==> src/rtl/cpu_pkg.sv <==
`default_nettype none
// +----------------------------------------------------------------------+
// | cpu_pkg: shared widths, R-type field positions and ALU funct codes.  |
// | Revision: 1.0                                                        |
// +----------------------------------------------------------------------+
package cpu_pkg;

  localparam int REG_ADDR_W = 5;
  localparam int DATA_W     = 32;
  localparam int SHAMT_W    = 5;
  localparam int FUNCT_W    = 6;

  localparam int RS_MSB    = 25;
  localparam int RS_LSB    = 21;
  localparam int RT_MSB    = 20;
  localparam int RT_LSB    = 16;
  localparam int RD_MSB    = 15;
  localparam int RD_LSB    = 11;
  localparam int SHAMT_MSB = 10;
  localparam int SHAMT_LSB = 6;
  localparam int FUNCT_MSB = 5;
  localparam int FUNCT_LSB = 0;

  localparam logic [FUNCT_W-1:0] FUNCT_ADD = 6'b001001;
  localparam logic [FUNCT_W-1:0] FUNCT_SUB = 6'b001010;
  localparam logic [FUNCT_W-1:0] FUNCT_SLL = 6'b100001;
  localparam logic [FUNCT_W-1:0] FUNCT_OR  = 6'b100101;

  function automatic logic is_legal_funct(input logic [FUNCT_W-1:0] f);
    return (f == FUNCT_ADD) || (f == FUNCT_SUB) || (f == FUNCT_SLL) || (f == FUNCT_OR);
  endfunction

endpackage
`default_nettype wire

==> src/rtl/reg_file_2r1w.sv <==
`default_nettype none
// +----------------------------------------------------------------------+
// | reg_file_2r1w: two combinational read ports, one write port, r0      |
// | hard-wired to zero, same-cycle write-through bypass on both reads.   |
// | Revision: 1.0                                                        |
// +----------------------------------------------------------------------+
module reg_file_2r1w #(
  parameter int NUM_REGS = 32,
  parameter int DATA_W   = 32
) (
  input  logic              clk,
  input  logic              rst_n,
  input  logic              i_wb_en,
  input  logic [4:0]        i_wb_addr,
  input  logic [DATA_W-1:0] i_wb_data,
  input  logic [4:0]        i_ra_addr,
  input  logic [4:0]        i_rb_addr,
  output logic [DATA_W-1:0] o_ra_data,
  output logic [DATA_W-1:0] o_rb_data
);

  logic [DATA_W-1:0] r_mem [0:NUM_REGS-1];

  always_ff @(posedge clk) begin
    if (!rst_n) begin
      for (int i = 0; i < NUM_REGS; i++) begin
        r_mem[i] <= '0;
      end
    end else if (i_wb_en && (i_wb_addr != '0)) begin
      r_mem[i_wb_addr] <= i_wb_data;
    end
  end

  // The bypass lets an instruction read a value being written back this cycle.
  always_comb begin
    o_ra_data = r_mem[i_ra_addr];
    if (i_ra_addr == '0) begin
      o_ra_data = '0;
    end else if (i_wb_en && (i_wb_addr == i_ra_addr)) begin
      o_ra_data = i_wb_data;
    end
  end

  always_comb begin
    o_rb_data = r_mem[i_rb_addr];
    if (i_rb_addr == '0) begin
      o_rb_data = '0;
    end else if (i_wb_en && (i_wb_addr == i_rb_addr)) begin
      o_rb_data = i_wb_data;
    end
  end

endmodule
`default_nettype wire

==> src/rtl/id_operand_stage.sv <==
`default_nettype none
// +----------------------------------------------------------------------+
// | id_operand_stage: decode / operand fetch in front of the ALU, with a |
// | valid/ready output register, flush and write-back snooping.          |
// | Revision: 1.0                                                        |
// +----------------------------------------------------------------------+
module id_operand_stage #(
  parameter int NUM_REGS = 32,
  parameter int DATA_W   = 32
) (
  input  logic              clk,
  input  logic              rst_n,
  input  logic              in_valid,
  output logic              in_ready,
  input  logic [31:0]       Instr,
  input  logic              wb_en,
  input  logic [4:0]        wb_addr,
  input  logic [DATA_W-1:0] wb_data,
  input  logic              flush,
  output logic              out_valid,
  input  logic              out_ready,
  output logic [DATA_W-1:0] in1,
  output logic [DATA_W-1:0] in2,
  output logic [4:0]        Shamt,
  output logic [5:0]        Funct,
  output logic [4:0]        rd,
  output logic              illegal
);

  import cpu_pkg::*;

  localparam logic [0:0] S_EMPTY = 1'b0;
  localparam logic [0:0] S_FULL  = 1'b1;

  logic [0:0]        r_state;
  logic [0:0]        w_state_nxt;
  logic              w_capture;
  logic [4:0]        w_rs;
  logic [4:0]        w_rt;
  logic [DATA_W-1:0] w_rs_val;
  logic [DATA_W-1:0] w_rt_val;
  logic              w_unused_opcode;

  logic [DATA_W-1:0] r_in1;
  logic [DATA_W-1:0] r_in2;
  logic [4:0]        r_shamt;
  logic [5:0]        r_funct;
  logic [4:0]        r_rd;
  logic              r_illegal;
  logic [4:0]        r_rs;
  logic [4:0]        r_rt;

  assign w_rs            = Instr[RS_MSB:RS_LSB];
  assign w_rt            = Instr[RT_MSB:RT_LSB];
  assign w_unused_opcode = ^Instr[31:26];

  reg_file_2r1w #(
    .NUM_REGS (NUM_REGS),
    .DATA_W   (DATA_W)
  ) u_rf (
    .clk       (clk),
    .rst_n     (rst_n),
    .i_wb_en   (wb_en),
    .i_wb_addr (wb_addr),
    .i_wb_data (wb_data),
    .i_ra_addr (w_rs),
    .i_rb_addr (w_rt),
    .o_ra_data (w_rs_val),
    .o_rb_data (w_rt_val)
  );

  assign in_ready  = (r_state == S_EMPTY) || out_ready;
  assign w_capture = in_valid && in_ready && !flush;

  always_ff @(posedge clk) begin
    if (!rst_n) begin
      r_state <= S_EMPTY;
    end else begin
      r_state <= w_state_nxt;
    end
  end

  always_comb begin
    w_state_nxt = r_state;
    if (flush) begin
      w_state_nxt = S_EMPTY;
    end else if (w_capture) begin
      w_state_nxt = S_FULL;
    end else if ((r_state == S_FULL) && out_ready) begin
      w_state_nxt = S_EMPTY;
    end
  end

  always_comb begin
    out_valid = (r_state == S_FULL);
  end

  // A stalled instruction picks up write-backs to its sources so it never issues stale operands.
  always_ff @(posedge clk) begin
    if (!rst_n) begin
      r_in1     <= '0;
      r_in2     <= '0;
      r_shamt   <= '0;
      r_funct   <= '0;
      r_rd      <= '0;
      r_illegal <= 1'b0;
      r_rs      <= '0;
      r_rt      <= '0;
    end else if (w_capture) begin
      r_in1     <= w_rs_val;
      r_in2     <= w_rt_val;
      r_shamt   <= Instr[SHAMT_MSB:SHAMT_LSB];
      r_funct   <= Instr[FUNCT_MSB:FUNCT_LSB];
      r_rd      <= Instr[RD_MSB:RD_LSB];
      r_illegal <= !is_legal_funct(Instr[FUNCT_MSB:FUNCT_LSB]);
      r_rs      <= w_rs;
      r_rt      <= w_rt;
    end else if ((r_state == S_FULL) && !out_ready) begin
      if (wb_en && (wb_addr != '0) && (wb_addr == r_rs)) begin
        r_in1 <= wb_data;
      end
      if (wb_en && (wb_addr != '0) && (wb_addr == r_rt)) begin
        r_in2 <= wb_data;
      end
    end
  end

  assign in1     = r_in1;
  assign in2     = r_in2;
  assign Shamt   = r_shamt;
  assign Funct   = r_funct;
  assign rd      = r_rd;
  assign illegal = r_illegal;

endmodule
`default_nettype wire
==> config.mk <==
export PLATFORM = sky130hd
export DESIGN_NAME = id_operand_stage
export DESIGN_NICKNAME = d
export VERILOG_FILES = /design/src/rtl/cpu_pkg.sv /design/src/rtl/reg_file_2r1w.sv /design/src/rtl/id_operand_stage.sv
export SDC_FILE = /design/constraint.sdc
export NUM_CORES = 2
export LEC_CHECK = 0
export CORE_MARGIN = 5
export CORE_UTILIZATION = 45
export CTS_BUF_LIST = sky130_fd_sc_hd__clkbuf_4
export DETAILED_ROUTE_END_ITERATION = 10
export PLACE_DENSITY_LB_ADDON = 0.15
export SYNTH_ARGS = -nofsm -noshare
export SYNTH_HDL_FRONTEND = slang
export SYNTH_SLANG_ARGS = --single-unit
==> constraint.sdc <==
create_clock -name clk -period 4.85 [get_ports clk]
set_input_delay 0.97 -clock clk [delete_from_list [all_inputs] [get_ports clk]]
set_output_delay 0.97 -clock clk [all_outputs]
set_load 0.02 [all_outputs]
# Word level (Yosys, flattened, before mapping)
# Memory sizes are Yosys's and may differ from the RTL's.
# Index checks and enable logic that the tools add are counted.
# word_totals
mem_bits_rw,1024
regBits,92
out_inout_bits,83
wordCells,66
n_memories,1
inputBits,75
# op_classes
bitwise,2
n_mux,19
reduce_logical,27
eq_ne,8
# mem_list
memory,depth,word_bits,rd,rd_ports_with_merged_regs,write_ports,line_no,rtl
u_rf.r_mem,32,32,2,0,32,reg_file_2r1w.sv:22,logic [DATA_W-1:0] r_mem [0:NUM_REGS-1];
# op_table
cell,n
2-to-1 mux 32 bit,11
OR reduction 32 bit,1
equality test 5 bit,4
"equality test 6 x 4 -> 1 bit, second input constant",2
"equality test 6 bit, second input constant",2
zero test 5 bit,2
logical AND 1 bit,9
nonzero test 2 bit,4
2-to-1 mux 1 bit,7
2-to-1 mux 5 bit,1
nonzero test 5 bit,1
logical OR 1 bit,4
AND reduction 2 bit,2
zero test 1 bit,3
inverter 1 bit,2
OR reduction 2 bit,1

# Logic depth before layout (Yosys ltp)
# depth
ltp_word,7
depth_mapped,9
depth_no_buf,6

# By module
# A second synthesis with hierarchy kept.
# unflattened
hier_cells,4348
area_unflattened_um2,59766.1
# modules_own_cells
module,n_inst,area_each_um2,seq_area_each_um2,cells_each
reg_file_2r1w,1,55315.6,30749.5,3818
id_operand_stage,1,4450.5,1841.8,530

# Worst setup path after synthesis
# OpenSTA, ideal clock, no wires.
# synth_path
path_kind,in2reg
startpoint,in wb_addr[2]
endpoint,"mem u_rf.r_mem[11][0], enable pin"
path_slack_ns,0.328
setup_ns,0.466
required_time_ns,4.384
stages,4
arrival_ns,4.057
path_buffers,2
cell_sequence,buf_4 -> or3b_2 -> clkbuf_1 -> o21ai_0
# synth_rtl
element,line_no,rtl
from (decl),id_operand_stage.sv:17,"input logic [4:0] wb_addr,"
to (decl),reg_file_2r1w.sv:22,

# Worst setup path in the final report
# layout_path
startpoint,"reg r_state, in the netlist out_valid"
endpoint,out in_ready
# layout_via
elab_chain_cells,2
# layout_rtl
element,line_no,rtl
from (decl),id_operand_stage.sv:35,logic [0:0] r_state;
from (signal assigned),id_operand_stage.sv:79,r_state <= w_state_nxt;
inverter 1 bit,id_operand_stage.sv:72,assign in_ready = (r_state == S_EMPTY) || out_ready;
logical OR 1 bit,id_operand_stage.sv:72,
to (decl),id_operand_stage.sv:14,"output logic in_ready,"
# Every way passes these cells.

==> results summary <==
The row count is 135. The total grt overflow came out at 0. The layout overhead on the synthesized area came out at 13.5%. Tracing the worst setup path back leads to its startpoint at out_valid.

The relative slew slack came out at 12.9%. The last weighted congestion value of the routability-driven placer came out at 0.950. 158 I/O pins were placed. The first global-routing pass estimated 320000 um of wire. The via count of the first global-routing pass came to 43800. The maximum number of pins on one net before global-route repair came out at 122. The total power divided by cell area is 334 nW/um^2. The area share of the largest cell type after synthesis came out at 50.1%.

The vertical die dimension came out at 379 um. The count of port buffers added during placement came out at 151. The final layout contains routed wiring with a total length of 228000 um. The number of unique standard cell types used by synthesis came out at 60. The maximum net fanout on the critical path came out at 5. The mapped netlist covers 61400 sq um.

The average via count per standard cell is 6.47. The minimum clock period after layout came out at 3570 ps. Combinational cells account for 14.2% of the total power. The worst setup path is captured at an output port. The part of the total power dissipated in the clock network is 37.0%. In the routed design, unresolved DRC markers number 0. The post-detailed-route wirelength per cell is 33.6 um.

The worst setup slack for register-to-register paths came out at 2070 ps. The depth of the worst hold-timing path came out at 3. The worst hold path class is input pin to flip-flop. The number of detailed-routing iterations run before antenna repair came out at 8.

The arrival time at the worst endpoint is 2600 ps. The post-route worst hold slack is 281 ps. Across every metal layer, demand over resource in global routing totals 31.5%.

The synthesized design spends more area on one cell type than any other, namely sky130_fd_sc_hd__edfxtp_1. The mean instance size in the synthesized netlist came out at 13.5 sq um. The count of nets left with antenna violations after detail routing is 0.

Setup violations remaining at the end of the flow were counted as 0. The total CTS buffers is 320. The worst IR drop on VDD came out at 0.238 mV. Once the clock tree was built, the setup fixing pass inserted 0 buffers. The total die area is 144000 sq um.

The post-cts hold buffer count is 1. The sequential cell area came out at 32600 sq um. The number of enable flip-flop cells after synthesis is 1024. The region available for standard cell placement spans 135000 sq um. The worst setup path is of the flip-flop to output port kind. STA classifies the critical path startpoint as a flip-flop. Setup repair after global routing left no endpoint under its margin. The reported leakage power is 24.2 nW. The setup total negative slack came out at 0 ps. The total number of vias came out at 44000. The switching power is 6.40 mW. The run finished with clean final reports.

The sequential power share is 48.8%. The H-tree depth reported by CTS is 5. The horizontal extent of the die is 379 um. The count of endpoints failing hold in the final timing report is 0. The starting density of the core came out at 45.3%. At the pin with the least slew margin, the transition time is 1300 ps. Measured in cells, the most critical reg-to-reg path has a length of 5. The post-route netlist has 25.1% of its cells at a drive strength greater than 1. The internal power of the cells came out at 16.8 mW. The clock tree skew after final layout is 54.3 ps. Of the available clock period, the critical path in the final layout requires 73.7%. The net switching share of the total power came out at 27.6%. The filler cells instantiated in the layout total 11700.

The clock sink total came out at 1116. The fraction of synthesis flops using an asynchronous set or reset pin is 0%. Sorting the synthesized cells by area gives the leading types as sky130_fd_sc_hd__edfxtp_1, sky130_fd_sc_hd__mux4_2, sky130_fd_sc_hd__and2_1. The maximum clock insertion buffer count is 4.

The count of non-filler cells in the finished layout is 6804. The top flip-flop cell by instance count after synthesis is sky130_fd_sc_hd__edfxtp_1. The number of nets in the layout is 4863.

The clock root buffer is sky130_fd_sc_hd__clkbuf_4. Summing the sequential cell areas from Yosys gives 53.1% of the chip area. The cell count after placement came out at 6246. The count of warnings emitted by yosys is 0. The startpoint identified for the worst hold timing path is Instr[22]. The initial antenna violation count is 29. For hold timing, the worst endpoint is r_rs[1]. Static timing analysis puts the maximum clock frequency at 0.280 GHz. The insertion delay of the later-clocked pin in the worst-skew pair is 1260 ps. TritonCTS built the clock tree. In the final layout, the multi-input gates occupy 26600 sq um. The HPWL after detailed placement came out at 136000 um. The flip-flop and latch count after synthesis came out at 1116. Clock-pin slew was measured on the worst setup and hold paths at 70 ps. The final max-slew violation count came to 0. The required time reported for the critical path endpoint came out at 3880 ps. The number of instances in the synthesized netlist is 4554. The endpoint identified for the worst register-to-register timing path is in2[5]. The post-cts repair resize count is 0. The max capacitance violation total is 0. The number of DRC markers in iteration 0 came out at 5870. The launch instance of the worst register-to-register path is out_valid.
-- power by group through the flow --
stage	Combinational [mW]	Sequential, mW	Clock, mW
floorplan	1.89	11.5	0
global placement	3.22	11.5	0
detailed placement	3.23	11.5	0
CTS	3.24	11.3	8.73
global route	3.42	11.4	9.23
finish	3.30	11.3	8.58
-- sequential cells by signal (all words and copies together) (netlist names) --
signal / flops
Funct: 6
Shamt: 5
r_rt: 5
in2: 32
out_valid: 1
r_rs: 5
u_rf.r_mem: 1024
rd: 5
illegal: 1
in1: 32
-- per-layer routing --
layer / part of all wire [%] / wire length [um] / global-route usage (%) / vias to the layer above
li1: - / - / - / 18200
met1: 38 / 87200 / 41.1 / 22300
met2: 45 / 102000 / 47.5 / 2843
met3: 11 / 24900 / 8.38 / 602
met4: 6.3 / 14500 / 18.4 / 4
met5: 0.012 / 27 / 0 / -
-- stage by stage --
stage               area [sq um]  power [mW]  utilization, %  setup slack [ps]
global route               69600        24.0            51.4              1150
detailed placement         65700        14.8            48.5               631
CTS                        69600        23.3            51.4              1160
global placement           65700        14.7            48.5               607
floorplan                  61500        13.4               -               328
finish                     69600        23.2            51.4              1280
-- cell type report --
class / count / area share [%]
sequential: 1116 / 46.8
tap: 1781 / 3.20
clock buffer: 480 / 5.17
timing repair buffer: 393 / 5.53
inverter: 136 / 0.740
multi-input combinational: 2821 / 38.1
antenna: 25 / 0.0898
clock inverter: 52 / 0.325
-- synth_stat cells, drive strengths merged (3+ instances only) --
master / number
xnor2: 15
xor2: 6
nand3b: 4
inv: 136
nor3: 10
a221oi: 90
or3: 61
nor2: 44
mux4: 383
clkbuf: 345
mux2i: 258
o221ai: 34
nand4: 3
buf: 167
a41oi: 62
nand2: 64
o21ai: 162
and2: 1061
edfxtp: 1024
nor2b: 5
nand3: 3
o311ai: 129
a31o: 30
a21boi: 30
dfxtp: 92
a221o: 68
a21oi: 96
o211ai: 151
-- critical path, stage by stage, from the launching register on --
cell                              delay (ps)
sky130_fd_sc_hd__dfxtp_1                 340
sky130_fd_sc_hd__nor2b_4                 250
sky130_fd_sc_hd__inv_1                   170
sky130_fd_sc_hd__clkdlybuf4s50_1         620
-- cells in the final DEF (no fill, tap or decap), drive strengths merged, types with 3 or more instances in the layout --
cell           netlist  routed
edfxtp            1024    1024
a21boi              30      30
diode                0      25
a221o               68      68
o311ai             129     129
nand4                3       3
o21ai              162     162
nand2               64      64
mux2i              258     258
nor2b                5       5
o221ai              34      34
nor3                10      10
nor2                44      44
xor2                 6       6
and2              1061    1061
mux4               383     383
clkdlybuf4s50        0     140
a221oi              90      90
clkbuf             345     480
dfxtp               92      92
nand3                3       3
a41oi               62      62
o211ai             151     151
buf                167     252
nand3b               4       4
conb                 1      32
xnor2               15      15
or3                 61      61
a21oi               96      96
inv                136     137
clkinv               0      50
a31o                30      30
-- worst max-delay path by stage --
stage / endpoint / depth (start not counted)
final: in_ready / 3
after floorplan: u_rf.r_mem[11][0] / 4
after global placement: in2[5] / 7
after CTS: in_ready / 3
after global routing: in_ready / 3
after detailed placement: in2[5] / 7
-- logic make-up (layout without fill, tap and decap cells) --
group                  after synthesis  after routing  synth area share [%]
AO/OA/AOI/OAI                      864            864                  11.0
other                                1             57               0.00611
AND/OR/NAND/NOR                   1263           1263                  12.5
buffers and inverters              648           1061                  4.88
flip-flops                        1116           1116                  53.1
XOR/XNOR                            21             21                 0.300
multiplexers                       641            641                  18.3
Power figures use the tool's default switching activity.
